## src/rtl/instr_fetch_unit.sv

```systemverilog
// Instruction fetch controller: drives the PC register, issues one imem read per PC,
// and buffers {fault, pc, instr} toward decode in a small FIFO with redirect flush.
`ifndef XLEN_32b
`define XLEN_32b 1
`endif
`ifndef XLEN_64b
`define XLEN_64b 2
`endif

module instr_fetch_unit #(
   parameter int XLEN     = `XLEN_64b,
   parameter int FQ_DEPTH = 4
) (
   input  logic                       i_clk,
   input  logic                       i_rst_n,
   input  logic                       i_clk_en,
   input  logic [(1<<(XLEN+4))-1:0]   i_pc,
   output logic                       o_pc_wr_en,
   output logic [(1<<(XLEN+4))-1:0]   o_pc_next,
   input  logic                       i_redirect,
   input  logic [(1<<(XLEN+4))-1:0]   i_redirect_pc,
   output logic                       o_imem_req_valid,
   input  logic                       i_imem_req_ready,
   output logic [(1<<(XLEN+4))-1:0]   o_imem_addr,
   input  logic                       i_imem_rsp_valid,
   input  logic [31:0]                i_imem_rsp_data,
   input  logic                       i_imem_rsp_err,
   output logic                       o_if_valid,
   input  logic                       i_if_ready,
   output logic [31:0]                o_if_instr,
   output logic [(1<<(XLEN+4))-1:0]   o_if_pc,
   output logic                       o_if_fault,
   output logic [1:0]                 o_dbg_state
);

   localparam int AW = 1 << (XLEN + 4);
   localparam int PW = $clog2(FQ_DEPTH);
   localparam int CW = PW + 1;

   // Handshakes: a request transfers on a cycle where o_imem_req_valid and i_imem_req_ready
   // are both high; a queue entry transfers on o_if_valid and i_if_ready both high.
   typedef enum logic [1:0] {REQ, WAIT, DROP, HALT} state_t;

   state_t          state;
   logic [31:0]     q_instr [FQ_DEPTH];
   logic [AW-1:0]   q_pc    [FQ_DEPTH];
   logic            q_fault [FQ_DEPTH];
   logic [PW-1:0]   rd_ptr;
   logic [PW-1:0]   wr_ptr;
   logic [CW-1:0]   count;
   logic [AW-1:0]   req_pc;

   logic            live;
   logic            in_flight;
   logic            space;
   logic            aligned;
   logic            req_fire;
   logic            fault_push;
   logic            rsp_push;
   logic            push;
   logic            pop;
   logic            push_fault;
   logic [AW-1:0]   push_pc;
   logic [31:0]     push_instr;

   always_comb begin
      live       = i_rst_n & i_clk_en;
      in_flight  = (state == WAIT) || (state == DROP);
      // An outstanding request reserves a slot so its response can never overflow.
      space      = (count + CW'(in_flight)) < CW'(FQ_DEPTH);
      aligned    = (i_pc[1:0] == 2'b00);

      o_imem_req_valid = live & ~i_redirect & (state == REQ) & space & aligned;
      req_fire         = o_imem_req_valid & i_imem_req_ready;
      fault_push       = live & ~i_redirect & (state == REQ) & space & ~aligned;
      rsp_push         = live & ~i_redirect & (state == WAIT) & i_imem_rsp_valid;
      push             = fault_push | rsp_push;
      pop              = live & ~i_redirect & o_if_valid & i_if_ready;

      o_pc_wr_en = live & (i_redirect | req_fire);
      o_pc_next  = '0;
      if (live && i_redirect) begin
         o_pc_next = i_redirect_pc;
      end else if (req_fire) begin
         o_pc_next = i_pc + AW'(4);
      end
      o_imem_addr = i_pc;

      push_fault = fault_push ? 1'b1  : i_imem_rsp_err;
      push_pc    = fault_push ? i_pc  : req_pc;
      push_instr = fault_push ? 32'h0 : i_imem_rsp_data;
   end

   assign o_if_valid  = (count != '0);
   assign o_if_instr  = q_instr[rd_ptr];
   assign o_if_pc     = q_pc[rd_ptr];
   assign o_if_fault  = q_fault[rd_ptr];
   assign o_dbg_state = state;

   always_ff @(posedge i_clk or negedge i_rst_n) begin
      if (!i_rst_n) begin
         state  <= REQ;
         rd_ptr <= '0;
         wr_ptr <= '0;
         count  <= '0;
         req_pc <= '0;
         for (int i = 0; i < FQ_DEPTH; i++) begin
            q_instr[i] <= '0;
            q_pc[i]    <= '0;
            q_fault[i] <= 1'b0;
         end
      end else if (i_clk_en) begin
         if (i_redirect) begin
            rd_ptr <= '0;
            wr_ptr <= '0;
            count  <= '0;
            // A response arriving with the redirect is consumed here, so no drop is needed.
            case (state)
               WAIT, DROP: state <= i_imem_rsp_valid ? REQ : DROP;
               default:    state <= REQ;
            endcase
         end else begin
            if (push) begin
               q_instr[wr_ptr] <= push_instr;
               q_pc[wr_ptr]    <= push_pc;
               q_fault[wr_ptr] <= push_fault;
               wr_ptr          <= wr_ptr + PW'(1);
            end
            if (pop) begin
               rd_ptr <= rd_ptr + PW'(1);
            end
            count <= count + CW'(push) - CW'(pop);
            case (state)
               REQ: begin
                  if (req_fire) begin
                     req_pc <= i_pc;
                     state  <= WAIT;
                  end else if (fault_push) begin
                     state  <= HALT;
                  end
               end
               WAIT:    if (i_imem_rsp_valid) state <= REQ;
               DROP:    if (i_imem_rsp_valid) state <= REQ;
               default: state <= HALT;
            endcase
         end
      end
   end

endmodule
```

## config.mk

```make
export PLATFORM = sky130hd
export DESIGN_NAME = instr_fetch_unit
export DESIGN_NICKNAME = d
export VERILOG_FILES = /design/src/rtl/instr_fetch_unit.sv
export SDC_FILE = /design/constraint.sdc
export NUM_CORES = 1
export LEC_CHECK = 0
export CAP_MARGIN = 20
export CORE_MARGIN = 8
export CORE_UTILIZATION = 45
export DETAILED_ROUTE_END_ITERATION = 8
export PLACE_DENSITY = 0.75
export SLEW_MARGIN = 10
export SYNTH_ARGS = -nofsm -noshare
export SYNTH_HDL_FRONTEND = slang
export SYNTH_SLANG_ARGS = --single-unit
```

## constraint.sdc

```tcl
create_clock -name i_clk -period 4.2 [get_ports i_clk]
set_input_delay 0.42 -clock i_clk [delete_from_list [all_inputs] [get_ports i_clk]]
set_output_delay 0.42 -clock i_clk [all_outputs]
set_load 0.05 [all_outputs]
```

==> results of run 1 <==
report_power, final:
| part | switching, mW | internal (mW) | leakage [nW] |
|---|---|---|---|
| combinational | 3.48 | 2.64 | 6.59 |
| clock | 1.79 | 2.66 | 0.821 |
| sequential | 0.478 | 5.35 | 6.31 |
| total | 5.75 | 10.7 | 13.7 |
cells by family (layout without fill, tap and decap cells):
logic type / count (synthesis) / in the layout / share of synthesized area, %
compound gates: 85 / 85 / 2.05
buf+inv: 180 / 558 / 4.56
fa+ha+maj: 9 / 9 / 0.516
flops: 461 / 461 / 49.5
mux: 606 / 606 / 34.6
xor+xnor: 63 / 63 / 2.40
simple gates: 263 / 263 / 6.32
final timing paths:
| path | start | to | cells past startpoint |
|---|---|---|---|
| max | o_dbg_state[0]$_DFFE_PN0P_ | o_pc_next[30] | 10 |
| min | i_rst_n | q_pc[8]$_DFFE_PN0P_ | 2 |
| max reg2reg | o_dbg_state[0]$_DFFE_PN0P_ | req_pc[28]$_DFFE_PN0P_ | 8 |
| min reg2reg | q_pc[102]$_DFFE_PN0P_ | q_pc[102]$_DFFE_PN0P_ | 1 |
| max in group asynchronous | i_rst_n | req_pc[42]$_DFFE_PN0P_ | 4 |
| min in group i_clk | q_pc[102]$_DFFE_PN0P_ | q_pc[102]$_DFFE_PN0P_ | 1 |
state kept, by name, summed over array words and instances (netlist names):
signal and flops:
req_pc 64, rd_ptr 2, q_fault 4, count 3, q_instr 128, q_pc 256
o_dbg_state 2, wr_ptr 2
cell usage in the layout, fill, tap and decap left out, types with 6 or more instances in the layout:
master	n
o21ai_1	19
dfrtp_1	459
mux2_4	41
and4_1	12
clkinv_2	7
nor4_2	7
xor2_1	29
ha_1	8
and2_1	43
mux2_2	429
inv_1	13
nand3_1	26
clkbuf_1	16
and3_1	7
clkdlybuf4s50_1	335
xnor2_1	33
nand2_1	91
clkbuf_8	10
o21ai_0	49
buf_4	59
a22o_1	6
mux2_1	39
nor2_1	22
buf_12	56
clkbuf_16	51
nand4_1	22
mux4_2	97
final cells by class:
| cell class | instances | area (um^2) |
|---|---|---|
| inverter | 14 | 52.6 |
| sequential | 461 | 11500 |
| multi-input combinational | 1026 | 10700 |
| timing repair buffer | 453 | 4970 |
| clock inverter | 14 | 196 |
| clock buffer | 77 | 1470 |
| tap | 680 | 851 |
| fill | 4075 | 21500 |
per-stage QoR:
stage               cells  hold slack [ps]
floorplan            1667              124
global placement     2632              296
detailed placement   2632              298
CTS                  2724              267
global route         2725              302
finish               2725              294
synth_stat cells, drive strengths merged:
master | number | area share (%)
mux2 | 509 | 25
dfrtp | 461 | 50
buf | 137 | 3.9
mux4 | 97 | 9.4
nand2 | 97 | 1.6
o21ai | 69 | 1.5
and2 | 43 | 1.2
xnor2 | 34 | 1.3
clkbuf | 29 | 0.47
xor2 | 29 | 1.1
nand3 | 27 | 0.60
nand4 | 25 | 0.79
nor2 | 22 | 0.35
inv | 14 | 0.23
and4 | 13 | 0.50
nor4 | 10 | 0.47
and3 | 9 | 0.24
ha | 8 | 0.43
a22o | 6 | 0.23
nor3 | 5 | 0.13
nor2b | 4 | 0.11
a21oi | 3 | 0.064
or3 | 3 | 0.081
a21o | 1 | 0.032
a31o | 1 | 0.038
a31oi | 1 | 0.027
fa | 1 | 0.086
nand2b | 1 | 0.027
nand4b | 1 | 0.064
nor3b | 1 | 0.032
nor4b | 1 | 0.10
o22ai | 1 | 0.027
o2bb2ai | 1 | 0.038
o31ai | 1 | 0.032
o41ai | 1 | 0.070
or2 | 1 | 0.027
metal layers:
| layer | routed length [um] | global-route usage [%] | up-vias |
|---|---|---|---|
| met5 | 0 | 0 | - |
| met4 | 2220 | 7.61 | 0 |
| met3 | 2900 | 4.04 | 121 |
| met2 | 32600 | 36.0 | 395 |
| met1 | 27300 | 27.8 | 8050 |
| li1 | - | - | 6689 |
==> impl_results.md, run 1 <==
* Vias/cell at 5.60
* Min-delay worst type: input pin to asynchronous set/reset pin
* Setup TNS at 0 ps
* Critical path required time at 3780 ps
* Row count at 83
* 1st-iter DRT viols at 932
* Area Growth Syn to Fin at 28.1%
* Pwr/cell area at 550 nW/um^2
* Ratio of cells with drive above 1 in the final layout at 38.6%
* CTS resizes at 0
* Post-CTS setup buffers at 0
* Reg-to-reg slack, setup at 1120 ps
* Mapped Cells at 1667
* Sink Count at 461
* Critical-path cell list: inv_1 -> ha_1 -> nand3_1 -> xnor2_2 -> and3_1 -> and2_1 -> nand2_2 -> buf_4 -> o21ai_0 -> buf_12
* CP Buf/Inv Count at 3
* Mean post-synth cell area at 14.0 um^2
* First-pass GRT wire length at 101000 um
* Total CTS buffers at 50
* Residual DRC count at 0
* Synth Net Count at 1844
* Leakage power at 13.7 nW
* Relative slew slack at 35.0%
* Cell variety after synth at 54
* Slowest-stage cell, CP: o21ai_0
* Layout Utilization at 58.2%
* Largest net degree at the start of global routing at 145
* Clk root buf: clkbuf_16
* Nets at 2183
* Ant. Diodes at 0
* Vias in the first global route at 16800
* Yosys reg bits at 461
* Status: complete, no violations
* Fin. Hold Viols at 0
* Gr usage total at 21.5%
* Total Power at 16.4 mW
* Initial Util at 45.4%
* RSZ-0062 raised after global routing: no
* Synth Cell Area at 23300 um^2
* WL/cell at 23.9 um
* Crit-path max cell delay at 480 ps
* H-tree depth at 2
* Period utilisation layout at 95.4%
* Via count at 15300
* Initial antenna violation count at 0
* Global route overflow at 0
* Hpwl dp at 44400 um
* Syn. warnings at 0
* I/O Pins at 398
* Tmin final at 4010 ps
* Worst slew pin tran at 975 ps
* Post-DRT Antenna Nets at 0
* Fmax at 249 MHz
* Reg clk slew, reported paths at 60 ps
* Arr. time, crit path at 3590 ps
* Worst clock skew at 14.8 ps
* Maximum vdd ir drop at 0.000432 V
* Placed inst area at 28100 um^2
* Cts hold-fix bufs at 1
* Port Buf Inserts at 397
* Family with the most delay on the worst path: simple AND/OR/NAND/NOR gates
* Post-synthesis sequential area ratio at 49.5%
* Worst skew pair latency at 590 ps
* Final GP Congestion at 0.823
* Critical path type: register to output pin
* DR pass1 iterations at 5
* CTS max path bufs at 3
* CTS tree: done
* Die Wd at 244 um
* Type of origin of the critical path: register
* Max-slew violation count at 0
* Die height at 244 um
* CP Max Fanout at 47
* Die area at 59300 um^2
* Worst setup margin at 192 ps
* Max-Cap Viols at 0
* Final setup fails at 0
* CP endpoint kind: output pin
* Dpl ws at 536 ps
* Core Area at 51300 um^2
* Total Wirelength at 65000 um
* Fin area at 29800 um^2
(Power assumes the default switching activity.)
==> run 2, diff against run 1 <==
Clock period 4.2 ns to 4.11 ns, I/O delays scaled along.
==> impl_results.md, run 2 (same netlist as run 1, synthesis figures left out) <==
* DR pass1 iterations at 5 (unchanged)
* Critical path required time at 3700 ps (-80 ps)
* Fin. Hold Viols at 0 (unchanged)
* Max-slew violation count at 0 (unchanged)
* Pwr/cell area at 555 nW/um^2 (+0.93%)
* Worst slew pin tran at 914 ps (-60.8 ps)
* Ratio of cells with drive above 1 in the final layout at 39.3% (+0.71 points)
* Nets at 2194 (+0.50%)
* Total Wirelength at 66900 um (+2.8%)
* CP endpoint kind: output pin
* Worst clock skew at 25.1 ps (+10.3 ps)
* Final GP Congestion at 0.813 (-1.2%)
* Port Buf Inserts at 397 (unchanged)
* Vias in the first global route at 16800 (-0.083%)
* Final setup fails at 0 (unchanged)
* Largest regs: q_pc (256), q_instr (128), req_pc (64)
* Status: complete, no violations
* CP startpoint: o_dbg_state[0]$_DFFE_PN0P_
* First-pass GRT wire length at 103000 um (+2.7%)
* Core Area at 51300 um^2 (unchanged)
* I/O Pins at 398 (unchanged)
* Critical path type: register to output pin
* Period utilisation layout at 95.1%
* Gr usage total at 22.2% (+0.68 points)
* Clk root buf: clkbuf_16
* CTS tree: done
* Max-Cap Viols at 0 (unchanged)
* Residual DRC count at 0 (unchanged)
* Most common cell after layout, fill and taps aside: dfrtp_1
* Die area at 59300 um^2 (unchanged)
* Worst skew pair latency at 600 ps (about the same)
* Reg-to-reg startpoint: o_dbg_state[0]$_DFFE_PN0P_
* Initial antenna violation count at 3 (+3)
* Placed inst area at 28500 um^2 (+1.4%)
* Row count at 83 (unchanged)
* Maximum vdd ir drop at 0.000301 V (-30%)
* Global route overflow at 0 (unchanged)
* Post-DRT Antenna Nets at 0 (unchanged)
* WL/cell at 24.4 um (+2.4%)
* Total CTS buffers at 50 (unchanged)
* H-tree depth at 2 (unchanged)
* Area Growth Syn to Fin at 29.7%
* Min-delay worst type: register to register
* Reg clk slew, reported paths at 60 ps (about the same)
* Vias/cell at 5.56 (-0.63%)
* Die Wd at 244 um (unchanged)
* 1st-iter DRT viols at 921 (-1.2%)
* Fin area at 30200 um^2 (+1.3%)
* Largest net degree at the start of global routing at 140 (-3.4%)
* Post-CTS setup buffers at 0 (unchanged)
* Largest register by flop count: q_pc
* CP Max Fanout at 41 (-13%)
* Relative slew slack at 39.1% (+4.1 points)
* Fmax at 256 MHz
* CTS max path bufs at 3 (unchanged)
* Hpwl dp at 46700 um (+5.0%)
* Die height at 244 um (unchanged)
* Type of origin of the critical path: register
* Arr. time, crit path at 3500 ps (-90 ps)
* Initial Util at 45.4% (unchanged)
* Sink Count at 461 (unchanged)
* Total Power at 16.8 mW (+2.2%)
* Min-delay src: q_instr[16]$_DFFE_PN0P_
* Via count at 15200 (-0.19%)
* Tmin final at 3910 ps
* Most frequent cells in the layout: dfrtp_1, mux2_2, clkdlybuf4s50_1
* Leakage power at 13.9 nW (+1.1%)
* Max reg flops at 256 (unchanged)
run 2: cell count changes in the layout (fill, tap and decap cells not counted), sizes merged:
cell | previous run | this run
diode | 0 | 3
bufinv | 4 | 2
clkinv | 10 | 6
clkbuf | 77 | 76
buf | 117 | 133
clkinvlp | 0 | 3
inv | 14 | 16
clkdlybuf4s50 | 335 | 330
run 2: final timing paths:
path	end	slack [ps]	depth (start not counted)
worst min register to register	q_instr[16]$_DFFE_PN0P_	490	1
worst max register to register	req_pc[39]$_DFFE_PN0P_	1160	8
worst min-delay path	q_instr[16]$_DFFE_PN0P_	490	1
min in group asynchronous	q_pc[249]$_DFFE_PN0P_	590	3
max in group asynchronous	q_pc[241]$_DFFE_PN0P_	1410	5
worst max-delay path	o_pc_next[48]	200	10
run 2: timing repair:
item,4_1_cts,5_1_grt
hold buffers,1,0
gates resized for setup,0,7
endpoints found under the setup margin,0,6
hold endpoints to repair,43,0
run 2: per-layer routing:
metal | track usage [%] | part of all wire [%] | up-vias
li1 | - | - | 6702
met1 | 28.6 | 42 | 8040
met2 | 37.5 | 50 | 364
met3 | 3.83 | 4.4 | 116
met4 | 7.99 | 3.2 | 4
met5 | 0 | 0.033 | -
run 2: metrics by stage:
step	util (%)	setup TNS (ps)	setup WS [ps]	hold WS, ps	std cells
finish	58.9	0	203	486	2737
CTS	58.8	0	129	467	2733
detailed placement	55.6	0	409	476	2643
floorplan	-	0	107	115	1667
global placement	55.6	0	494	468	2643
global route	58.9	-6.60	-4.14	496	2735
run 2: area by class of cell:
| cell class | count | area [um^2] |
|---|---|---|
| clock inverters | 13 | 164 |
| fillers | 4006 | 21100 |
| flip-flops and latches | 461 | 11500 |
| repair buffers | 464 | 5370 |
| well taps | 680 | 851 |
| inverters | 14 | 52.6 |
| diodes | 3 | 7.51 |
| multi-input cells | 1026 | 10700 |
| clock buffers | 76 | 1500 |
run 2: worst max-delay path: stages (launching register included):
cell and delay, ps:
dfrtp_1 410, inv_1 60, ha_1 320, nand3_1 120, xnor2_2 250, and3_1 350, and2_1 250, nand2_2 260
buf_12 270, o21ai_0 380, buf_12 190
run 2: where the power goes:
part	leakage (nW)	switching, mW	internal [mW]
registers	6.31	0.504	5.47
clock network	0.812	1.85	2.65
logic	6.75	3.58	2.72
==> run 3, diff against run 2 <==
Settings changed: CORE_ASPECT_RATIO from default to 1.1.
==> impl_results.md, run 3 (same netlist as run 1, synthesis figures left out) <==
* 1st-iter DRT viols at 957 (+3.9%)
* Worst skew pair latency at 600 ps (about the same)
* Core Area at 51300 um^2 (about the same)
* Worst hold slack at 268 ps (-218 ps)
* RSZ-0062 raised after global routing: no
* Vias/cell at 5.58 (+0.33%)
* Fin. Hold Viols at 0 (unchanged)
* Total Power at 16.7 mW (-0.55%)
* Reg clk slew, reported paths at 60 ps (about the same)
* Dpl ws at 295 ps (-114 ps)
* Ratio of cells with drive above 1 in the final layout at 38.9% (-0.48 points)
* Port Buf Inserts at 397 (unchanged)
* Hpwl dp at 45000 um (-3.5%)
* Fillers at 3990 (-0.40%)
* I/O Pins at 398 (unchanged)
* CTS resizes at 0 (unchanged)
* CTS tree: done
* Critical path type: input pin to output pin
* Final setup fails at 0 (unchanged)
* Critical path required time at 3700 ps (about the same)
* Fmax at 261 MHz (+2.1%)
* Most common cell after layout, fill and taps aside: dfrtp_1
* Total Wirelength at 65900 um (-1.4%)
* Slowest-stage cell, CP: nor4b_4
* Via count at 15100 (-0.73%)
* Max-slew violation count at 0 (unchanged)
* Initial antenna violation count at 3 (unchanged)
* WL/cell at 24.4 um (-0.35%)
* Status: complete, no violations
* Worst slew pin tran at 1110 ps (+192 ps)
* Type of origin of the critical path: input pin
* Pwr/cell area at 560 nW/um^2 (+0.99%)
* Leakage power at 13.7 nW (-1.3%)
* Area of the multi-input gates at 10700 um^2 (about the same)
* Maximum vdd ir drop at 0.000644 V (+110%)
* Reg area at 11500 um^2 (unchanged)
* CP endpoint kind: output pin
* Sink Count at 461 (unchanged)
* Largest net degree at the start of global routing at 194 (+39%)
* Post-CTS setup buffers at 0 (unchanged)
* Max-Cap Viols at 0 (unchanged)
* Die Wd at 233 um (-4.3%)
* Global route overflow at 0 (unchanged)
* Clk root buf: clkbuf_16
* Post-DRT Antenna Nets at 0 (unchanged)
* Initial Util at 45.4% (about the same)
* H-tree depth at 2 (unchanged)
* Crit-path max cell delay at 560 ps (+150 ps)
* Layout Utilization at 58.1% (-0.86 points)
* Tmin final at 3830 ps (-80.7 ps)
* CTS max path bufs at 3 (unchanged)
* Residual DRC count at 0 (unchanged)
* CP Max Fanout at 5 (-88%)
* Row count at 87 (+4.8%)
* Nets at 2179 (-0.68%)
* Worst clock skew at 23.0 ps (-2.05 ps)
* Setup TNS at 0 ps (unchanged)
* Most frequent cells in the layout: dfrtp_1, mux2_2, clkdlybuf4s50_1
* Worst setup margin at 283 ps (+80.7 ps)
* Largest regs: q_pc (256), q_instr (128), req_pc (64)
* Largest register by flop count: q_pc
* Critical-path cell list: clkdlybuf4s50_1 -> ha_1 -> and4_1 -> nand4_1 -> nor4b_4 -> nand2_1 -> xor2_1 -> o21ai_0 -> buf_12
* Arr. time, crit path at 3420 ps (-80 ps)
* DR pass1 iterations at 5 (unchanged)
* Final GP Congestion at 0.841 (+3.5%)
* Vias in the first global route at 16800 (+0.47%)
* First-pass GRT wire length at 102000 um (-1.5%)
* Die height at 255 um (+4.6%)
* Gr usage total at 22.1% (-0.11 points)
* Total CTS buffers at 50 (unchanged)
* Area Growth Syn to Fin at 27.8%
* Relative slew slack at 26.3% (-13 points)
* Min-delay worst type: input pin to asynchronous set/reset pin
* Max reg flops at 256 (unchanged)
* Die area at 59300 um^2 (about the same)
* Period utilisation layout at 93.1% (-2.0 points)
## run 3: cell types whose count changed in the layout (fill, tap and decap cells not counted), sizes merged
| cell | change |
|---|---|
| clkinv | +5 |
| clkdlybuf4s50 | +3 |
| clkbuf | -7 |
| bufinv | +1 |
| inv | +1 |
| buf | -18 |
| clkinvlp | -1 |
## run 3: layer usage
metal | global-route usage, % | up-vias | part of all wire, %
met2 | 38.1 | 309 | 51
met5 | 0 | - | 0
met1 | 28.3 | 8018 | 42
li1 | - | 6705 | -
met3 | 3.77 | 83 | 4.0
met4 | 6.63 | 0 | 2.5
## run 3: critical path, delay by kind of cell
family          cells  cell delay, ps
fa+ha+maj           1             260
buf+inv             2             720
simple gates        4            1390
compound gates      1             460
xor+xnor            1             160
## run 3: power by group
group          total, mW  internal, mW  switching [mW]
Clock               4.48          2.62            1.85
Sequential          5.98          5.47           0.510
Combinational       6.23          2.69            3.54
## run 3: final cells by class
cell class	count	share of cell area (%)
antenna	3	0.0252
clock buffer	69	4.78
clock inverter	19	0.765
inverter	14	0.177
multi-input combinational	1026	36.1
sequential	461	38.8
tap	667	2.80
timing repair buffer	449	16.6
## run 3: through the flow
stage	cell area (um^2)	cells
after floorplan	23300	1667
after global placement	28100	2616
after detailed placement	28100	2616
after CTS	29800	2705
after global routing	29800	2707
final	29800	2708
## run 3: final timing paths
check	cells past startpoint	end	startpoint	slack (ps)
worst min-delay path	2	q_pc[198]$_DFFE_PN0P_	i_rst_n	270
worst max register to register	8	req_pc[41]$_DFFE_PN0P_	o_dbg_state[0]$_DFFE_PN0P_	1240
max in group asynchronous	4	q_pc[25]$_DFFE_PN0P_	i_rst_n	1690
worst min register to register	1	q_instr[9]$_DFFE_PN0P_	q_instr[9]$_DFFE_PN0P_	490
worst max-delay path	9	o_pc_next[50]	i_pc[2]	280
min in group i_clk	1	q_instr[9]$_DFFE_PN0P_	q_instr[9]$_DFFE_PN0P_	490
## run 3: what timing repair did
action                                  4_1_cts  5_1_grt
hold endpoints to repair                     26        0
hold buffers                                  1        0
endpoints found under the setup margin        0        0
